[config.mk]
export PLATFORM = sky130hd
export DESIGN_NAME = imem_loader_flat
export DESIGN_NICKNAME = d
export VERILOG_FILES = /design/src/rtl/imem_loader_if.sv /design/src/rtl/imem_loader.sv /design/src/flat_wrapper.sv
export SDC_FILE = /design/constraint.sdc
export NUM_CORES = 1
export LEC_CHECK = 0
export ABC_AREA = 1
export CAP_MARGIN = 30
export CORE_MARGIN = 5
export CORE_UTILIZATION = 35
export DETAILED_ROUTE_END_ITERATION = 8
export PLACE_DENSITY = 0.57
export SETUP_SLACK_MARGIN = 0.4
export SLEW_MARGIN = 0
export SYNTH_ARGS = -nofsm -noshare
export SYNTH_HDL_FRONTEND = slang
export SYNTH_SLANG_ARGS = --single-unit
[constraint.sdc]
create_clock -name clk -period 2 [get_ports clk]
set_input_delay 0.3 -clock clk [delete_from_list [all_inputs] [get_ports clk]]
set_output_delay 0.3 -clock clk [all_outputs]
set_load 0.01 [all_outputs]
[src/rtl/imem_loader_if.sv]
// Byte-stream and instruction-memory write bus for the program loader.
// The slave modport is the loader's view; master is the host/memory side.
interface imem_loader_if #(
  parameter int CNT_W = 16
);
  logic             start;
  logic [7:0]       byte_in;
  logic             byte_valid;
  logic             byte_ready;
  logic             imem_we;
  logic [31:0]      imem_waddr;
  logic [31:0]      imem_wdata;
  logic             cpu_stall;
  logic             busy;
  logic             done;
  logic             error;
  logic [CNT_W-1:0] words_loaded;

  modport master (
    output start, byte_in, byte_valid,
    input  byte_ready, imem_we, imem_waddr, imem_wdata,
    input  cpu_stall, busy, done, error, words_loaded
  );

  modport slave (
    input  start, byte_in, byte_valid,
    output byte_ready, imem_we, imem_waddr, imem_wdata,
    output cpu_stall, busy, done, error, words_loaded
  );
endinterface

[src/rtl/imem_loader.sv]
// Loads a program into instruction memory from a length-prefixed big-endian byte
// stream, one write strobe per assembled word, stalling the CPU while it runs.
module imem_loader #(
  parameter int DEPTH = 1024,
  parameter int CNT_W = 16
) (
  input logic         clk,
  input logic         rst,
  imem_loader_if.slave bus
);

  typedef enum logic [2:0] {
    S_IDLE, S_HDR, S_DATA, S_WRITE, S_DONE, S_ERR
  } state_t;

  localparam logic [CNT_W-1:0] LP_DEPTH = CNT_W'(DEPTH);
  localparam logic [CNT_W-1:0] LP_ONE   = CNT_W'(1);

  state_t           r_state;
  logic [1:0]       r_idx;
  logic [CNT_W-1:0] r_len;
  logic [23:0]      r_word;
  logic             r_ready;
  logic             r_we;
  logic [31:0]      r_waddr;
  logic [31:0]      r_wdata;
  logic             r_busy;
  logic             r_done;
  logic             r_error;
  logic [CNT_W-1:0] r_words;

  logic             w_fire;
  logic [CNT_W-1:0] w_len_next;
  logic [CNT_W-1:0] w_words_inc;
  logic [31:0]      w_addr;

  assign w_fire      = bus.byte_valid && r_ready;
  assign w_len_next  = {r_len[CNT_W-9:0], bus.byte_in};
  assign w_words_inc = r_words + LP_ONE;
  assign w_addr      = {{(30-CNT_W){1'b0}}, r_words, 2'b00};

  // Every output is a register, so each transition sets the values the next state presents.
  always_ff @(posedge clk) begin
    if (rst) begin
      r_state <= S_IDLE;
      r_idx   <= '0;
      r_len   <= '0;
      r_word  <= '0;
      r_ready <= 1'b0;
      r_we    <= 1'b0;
      r_waddr <= '0;
      r_wdata <= '0;
      r_busy  <= 1'b0;
      r_done  <= 1'b0;
      r_error <= 1'b0;
      r_words <= '0;
    end else begin
      case (r_state)
        S_IDLE, S_DONE, S_ERR: begin
          if (bus.start) begin
            r_done  <= 1'b0;
            r_error <= 1'b0;
            r_words <= '0;
            r_idx   <= '0;
            r_len   <= '0;
            r_ready <= 1'b1;
            r_busy  <= 1'b1;
            r_state <= S_HDR;
          end
        end

        S_HDR: begin
          if (w_fire) begin
            r_len <= w_len_next;
            if (r_idx == 2'd1) begin
              r_idx <= '0;
              if (w_len_next == '0) begin
                r_ready <= 1'b0;
                r_busy  <= 1'b0;
                r_done  <= 1'b1;
                r_state <= S_DONE;
              end else if (w_len_next > LP_DEPTH) begin
                r_ready <= 1'b0;
                r_busy  <= 1'b0;
                r_error <= 1'b1;
                r_state <= S_ERR;
              end else begin
                r_state <= S_DATA;
              end
            end else begin
              r_idx <= r_idx + 2'd1;
            end
          end
        end

        S_DATA: begin
          if (w_fire) begin
            r_word <= {r_word[15:0], bus.byte_in};
            r_idx  <= r_idx + 2'd1;
            if (r_idx == 2'd3) begin
              r_we    <= 1'b1;
              r_waddr <= w_addr;
              r_wdata <= {r_word, bus.byte_in};
              r_ready <= 1'b0;
              r_state <= S_WRITE;
            end
          end
        end

        // Upstream is held off for this cycle so the strobe and counter update stay in step.
        S_WRITE: begin
          r_we    <= 1'b0;
          r_words <= w_words_inc;
          if (w_words_inc == r_len) begin
            r_busy  <= 1'b0;
            r_done  <= 1'b1;
            r_state <= S_DONE;
          end else begin
            r_ready <= 1'b1;
            r_state <= S_DATA;
          end
        end

        default: r_state <= S_IDLE;
      endcase
    end
  end

  assign bus.byte_ready   = r_ready;
  assign bus.imem_we      = r_we;
  assign bus.imem_waddr   = r_waddr;
  assign bus.imem_wdata   = r_wdata;
  assign bus.cpu_stall    = r_busy;
  assign bus.busy         = r_busy;
  assign bus.done         = r_done;
  assign bus.error        = r_error;
  assign bus.words_loaded = r_words;

endmodule

[src/flat_wrapper.sv]
// flat-port wrapper written by rule: the top's interface ports become plain ports
module imem_loader_flat 
#(
  parameter int DEPTH = 1024,
  parameter int CNT_W = 16
)
  (clk, rst, bus_start, bus_byte_in, bus_byte_valid, bus_byte_ready, bus_imem_we, bus_imem_waddr, bus_imem_wdata, bus_cpu_stall, bus_busy, bus_done, bus_error, bus_words_loaded);
  imem_loader_if #(.CNT_W(CNT_W)) bus_i ();
  input logic clk;
  input logic rst;
  input wire logic [$bits(bus_i.start)-1:0] bus_start;
  input wire logic [$bits(bus_i.byte_in)-1:0] bus_byte_in;
  input wire logic [$bits(bus_i.byte_valid)-1:0] bus_byte_valid;
  output wire logic [$bits(bus_i.byte_ready)-1:0] bus_byte_ready;
  output wire logic [$bits(bus_i.imem_we)-1:0] bus_imem_we;
  output wire logic [$bits(bus_i.imem_waddr)-1:0] bus_imem_waddr;
  output wire logic [$bits(bus_i.imem_wdata)-1:0] bus_imem_wdata;
  output wire logic [$bits(bus_i.cpu_stall)-1:0] bus_cpu_stall;
  output wire logic [$bits(bus_i.busy)-1:0] bus_busy;
  output wire logic [$bits(bus_i.done)-1:0] bus_done;
  output wire logic [$bits(bus_i.error)-1:0] bus_error;
  output wire logic [$bits(bus_i.words_loaded)-1:0] bus_words_loaded;
  assign bus_i.start = bus_start;
  assign bus_i.byte_in = bus_byte_in;
  assign bus_i.byte_valid = bus_byte_valid;
  assign bus_byte_ready = bus_i.byte_ready;
  assign bus_imem_we = bus_i.imem_we;
  assign bus_imem_waddr = bus_i.imem_waddr;
  assign bus_imem_wdata = bus_i.imem_wdata;
  assign bus_cpu_stall = bus_i.cpu_stall;
  assign bus_busy = bus_i.busy;
  assign bus_done = bus_i.done;
  assign bus_error = bus_i.error;
  assign bus_words_loaded = bus_i.words_loaded;
  imem_loader #(.DEPTH(DEPTH), .CNT_W(CNT_W)) u_core (.clk(clk), .rst(rst), .bus(bus_i));
endmodule
==> impl_metrics.tcl, run 1 <==
set metrics [dict create \
    cp-end-kind "flop" \
    cts.clk_slew.worst_paths_ps 60 \
    area_growth_pct 55.0 \
    cpMostUsedCell "nand2_1" \
    worst_pin_slew_ps 554 \
    clockRootBuffer "clkbuf_16" \
    finClkSkew_ps 7.00 \
    min_to "u_core.bus.imem_wdata[1]" \
    syn_area_sq_um 5080 \
    min_path_type "input port to flop" \
    dpl_cell_area_sq_um 6240 \
    hold_violations 0 \
    clockBufferDepth 2 \
    io_pins 98 \
    path_max_fanout 7 \
    die_area_sq_um 17000 \
    start_util_pct 35.3 \
    clk_latency_ps 410 \
    async_flop_share_pct 0 \
    io_buffers 81 \
    whs_path_depth 3 \
    grtUsageTotal_pct 17.8 \
    r2r-end "u_core.r_state[2]" \
    drt-vias-per-instance 4.98 \
    layout_common_cells "nand2_1 (162), dfxtp_1 (97), a21oi_1 (69)" \
    cts_buffers 17 \
    crit_arrival_ps 2340 \
    gp_congestion 0.876 \
    regToRegSetupSlack_ps -3 \
    grt_max_degree 77 \
    post-route-min-period_ps 2000 \
    criticalPathCategory "flop to flop" \
    cts_hold_buf 0 \
    ys_warn_count 0 \
    ant_nets 0 \
    rr_worst_depth 13 \
    cp.required_ps 2340 \
    start_kind "flop" \
    worst_slack_ps -3.00 \
    synth_flop_cell "dfxtp_1" \
    drv_slew 0 \
    r2r-start "u_core.bus.words_loaded[0]" \
    avgRoutedWirePerCell_um 15.7 \
    fill_cells 1292 \
    max_stage_delay_ps 390 \
    setup_viol 1 \
    cts_max_level 4 \
    grt_pass1_vias 4767 \
    max_freq_mhz 499 \
    dp_slack_ps -147 \
    core-area_sq_um 14400 \
    hold_path_startpoint "rst" \
    slowest_stage "dfxtp_4" \
    startpoint "u_core.bus.words_loaded[0]" \
    finalWirelength_um 16300 \
    finalPower_mw 7.49 \
    num_rows 44 \
    final_common_cell "nand2_1" \
    final_layout_size_suffix_gt1_share_pct 27.3 \
    dr.pass1.iters 5 \
    p_leak_nw 3.74 \
    antenna_found_initial 0 \
    synth_seq_area_share_pct 44.9 \
    slew_headroom_pct 63.1 \
    rsz0062_at_grt "true" \
    vias 5168 \
    final_nets 856 \
    status "complete, but fails checks" \
    die_y_um 130 \
    stdcell_area_sq_um 7870 \
    globalRouteOverflowTotal 0 \
    fin_util_pct 54.8 \
    failed_checks "setup timing" \
    power.density_nw_per_um2 952 \
    drv_cap 0 \
    synthCells 697 \
    grt_pass1_wl_um 23800 \
    antenna_cells 0 \
    drt_iter0_drc 310 \
    die_w_um 130 \
    cts_tree "done" \
    synth_cell_type_count 35 \
    remaining_drc_errors 0 \
    cts.sinks 114 \
    ir_drop_uv 640 \
    finalCritPeriodShare_pct 100 \
    crit_path_cell_trace "ha_4 -> nand2_4 -> nor2_4 -> nand2_2 -> nand3_2 -> nand2_1 -> nor2_1 -> nand3_1 -> nor2_2 -> nand4_1 -> nand2_1 -> nand2_1 -> a21oi_2" \
    synth_edf_count 0 \
    syn_area_per_cell_sq_um 7.28 \
    synth-seq-cells 114 \
    hpwl_um 10000 \
]
## stage by stage
step / hold WS [ps] / TNS (ps) / std cells
global placement: 453 / -459 / 962
finish: 406 / -3.00 / 1037
CTS: 400 / 0 / 1019
detailed placement: 450 / -776 / 962
floorplan: 441 / 0 / 712
global route: 418 / -429 / 1037
## flip-flops by register name, indices dropped and copies added, names as in the netlist
name	cells
u_core.r_len	16
u_core.r_idx	2
u_core.bus.busy	1
u_core.bus.error	1
u_core.bus.imem_we	1
u_core.bus.done	1
u_core.bus.words_loaded	16
u_core.bus.imem_waddr	16
u_core.r_state	3
u_core.bus.byte_ready	1
u_core.r_word	24
u_core.bus.imem_wdata	32
## layout make-up
type / count / area (sq um) / area share (%)
multi-input combinational: 493 / 2730 / 34.7
sequential: 114 / 2310 / 29.4
timing repair inverter: 3 / 22.5 / 0.286
inverter: 57 / 225 / 2.86
clock buffer: 18 / 450 / 5.72
clock inverter: 14 / 188 / 2.39
tap: 184 / 230 / 2.93
timing repair buffer: 154 / 1710 / 21.7
## worst max-delay path, delay by kind of cell (launching register included)
family,cells,cell delay (ps)
flops,1,390
compound gates,1,130
simple gates,11,1240
fa+ha+maj,1,170
## timing repair
| action | CTS | global route |
|---|---|---|
| resized for setup | 81 | 148 |
| pin swaps | 23 | 49 |
| endpoints found under the setup margin | 135 | 131 |
| setup buffers | 20 | 7 |
| gates cloned | 5 | 11 |
## per-layer routing
layer,up-vias,track usage [%],share of wire (%)
met2,181,28.0,47
met5,-,0,0
met3,17,4.27,6.6
li1,2556,-,-
met4,0,5.08,1.3
met1,2414,24.4,45
## how the worst max path moves through the flow
stage                            end  slack (ps)  cells past startpoint
2_1_floorplan        u_core.bus.busy         330                     12
3_3_place_gp   u_core.bus.byte_ready        -100                     10
3_5_place_dp   u_core.bus.byte_ready        -150                     10
4_1_cts        u_core.bus.byte_ready          40                     12
5_1_grt            u_core.r_state[2]        -140                     13
6_report           u_core.r_state[2]          -3                     13
## kinds of logic after synthesis
family	synth area share [%]
AND/OR/NAND/NOR	26.8
AO/OA/AOI/OAI	16.4
flip-flops	44.9
buffers and inverters	9.66
XOR/XNOR	1.13
adder cells (fa/ha/maj)	0.986
other	0.0739
## report_power, final
part / total, mW / switching (mW) / internal (mW)
combinational: 1.75 / 1.02 / 0.729
clock: 3.27 / 1.19 / 2.08
sequential: 2.47 / 0.0879 / 2.39
total: 7.49 / 2.30 / 5.19
## Yosys cell counts, types with 6 or more instances
library cell  count  area, sq um
a21oi_1          80          400
nor2_2            7         43.8
inv_2             6         22.5
nand3_1          36          180
nand4_1           9         56.3
dfxtp_1         114         2280
o21ai_0          40          200
nor2_1           70          263
a211oi_1         25          188
clkbuf_1         18         67.6
nand2_1         174          653
buf_4            22          165
inv_1            51          191
No activity file was read; power rests on OpenSTA's default activity.
==> run 2: changes to the inputs <==
Settings changed: CORE_UTILIZATION 35 to 29, PLACE_DENSITY 0.57 to 0.49.
==> impl_metrics.tcl, run 2 (synthesis results as in run 1) <==
set metrics [dict create \
    status "complete, no violations" \
    gp_congestion 0.866 \
    dr.pass1.iters 5 \
    r2r-start "u_core.bus.words_loaded[1]" \
    cts_max_level 4 \
    num_rows 48 \
    clockBufferDepth 2 \
    path_max_fanout 7 \
    cts_hold_buf 0 \
    final_layout_size_suffix_gt1_share_pct 34.1 \
    post-route-min-period_ps 1980 \
    antenna_cells 0 \
    die_area_sq_um 20300 \
    min_to "u_core.r_word[21]" \
    drv_cap 0 \
    rsz0062_at_grt "true" \
    antenna_found_initial 0 \
    die_y_um 142 \
    grtUsageTotal_pct 15.5 \
    area_growth_pct 64.0 \
    dp_slack_ps -165 \
    drt_iter0_drc 359 \
    start_kind "flop" \
    dpl_cell_area_sq_um 6340 \
    drv_slew 0 \
    whs_path_depth 2 \
    vias 5218 \
    io_pins 98 \
    layout_common_cells "nand2_1 (148), dfxtp_1 (98), buf_4 (58)" \
    avgRoutedWirePerCell_um 15.8 \
    critPathTopFamily "simple AND/OR/NAND/NOR gates" \
    cts_tree "done" \
    stdcell_area_sq_um 8330 \
    hold_path_startpoint "rst" \
    max_stage_delay_ps 380 \
    finalCritPeriodShare_pct 99.2 \
    cpMostUsedCell "nand2_1" \
    cp-end-kind "flop" \
    worst_slack_ps 17.0 \
    finalPower_mw 7.87 \
    slowest_stage "dfxtp_4" \
    max_freq_mhz 504 \
    cts.clk_slew.worst_paths_ps 50 \
    rr_worst_depth 13 \
    finClkSkew_ps 10.6 \
    clockRootBuffer "clkbuf_16" \
    ant_nets 0 \
    min_path_type "input port to flop" \
    cts.sinks 114 \
    largest_register_ffs 32 \
    clk_latency_ps 420 \
    grt_max_degree 38 \
    r2r-end "u_core.r_state[2]" \
    power.density_nw_per_um2 945 \
    criticalPathCategory "flop to flop" \
    die_w_um 142 \
    cp.required_ps 2350 \
    hpwl_um 10900 \
    hold_violations 0 \
    grt_pass1_wl_um 25000 \
    io_buffers 81 \
    start_util_pct 29.5 \
    cts_buffers 17 \
    fin_util_pct 48.3 \
    critPathBufInv 0 \
    crit_path_cell_trace "ha_4 -> nand2_4 -> nor2_4 -> nand4_1 -> nand2_1 -> nand2_1 -> nand2_1 -> nand2_1 -> nor2_2 -> nand4_1 -> nand2_1 -> nand2_1 -> a21oi_2" \
    crit_arrival_ps 2340 \
    remaining_drc_errors 0 \
    globalRouteOverflowTotal 0 \
    setup_viol 0 \
    final_common_cell "nand2_1" \
    core-area_sq_um 17200 \
    p_leak_nw 3.91 \
    drt-vias-per-instance 4.77 \
    ir_drop_uv 663 \
    final_nets 873 \
    finalWirelength_um 17300 \
    grt_pass1_vias 4843 \
    regToRegSetupSlack_ps 20 \
]
## run 2: metrics by stage
step	hold slack [ps]	setup TNS [ps]	cells
after global placement	453	-342	1009
after CTS	241	0	1068
final	264	0	1095
after floorplan	441	0	712
after detailed placement	453	-850	1009
after global routing	262	-435	1095
## run 2: per-layer routing
layer	vias to the layer above	global-route usage, %	routed length [um]
met1	2470	20.8	8230
met3	21	3.90	801
li1	2597	-	-
met2	130	24.6	8100
met5	-	0	0
met4	0	5.20	214
## run 2: how the worst max path moves through the flow
| stage | slack [ps] | endpoint | cells after the start | startpoint |
|---|---|---|---|---|
| 3_3_place_gp | -90 | u_core.bus.error | 11 | bus_byte_in[5] |
| 3_5_place_dp | -170 | u_core.bus.error | 11 | bus_byte_in[3] |
| 4_1_cts | 50 | u_core.r_state[2] | 13 | u_core.bus.words_loaded[1] |
| 6_report | 20 | u_core.r_state[2] | 13 | u_core.bus.words_loaded[1] |
| 2_1_floorplan | 330 | u_core.bus.busy | 12 | u_core.bus.words_loaded[0] |
| 5_1_grt | -140 | u_core.bus.byte_ready | 13 | u_core.bus.words_loaded[1] |
## run 2: power by group
group	leakage [nW]	internal, mW	switching [mW]
sequential	0.929	2.38	0.101
combinational	2.68	1.05	1.18
clock	0.298	2.06	1.10
## run 2: layout make-up
cell class | count | area [sq um]
clock buffers | 20 | 468
repair inverters | 3 | 22.5
inverters | 57 | 238
multi-input cells | 493 | 3020
well taps | 225 | 282
flip-flops and latches | 114 | 2320
fillers | 1622 | 8910
clock inverters | 12 | 154
repair buffers | 171 | 1830
## run 2: repair_timing
item                       in CTS  in global routing
setup endpoints to repair     121                138
gates resized for setup        86                202
pin swaps                      24                 46
cloned                          5                  9
setup buffers                  22                 18
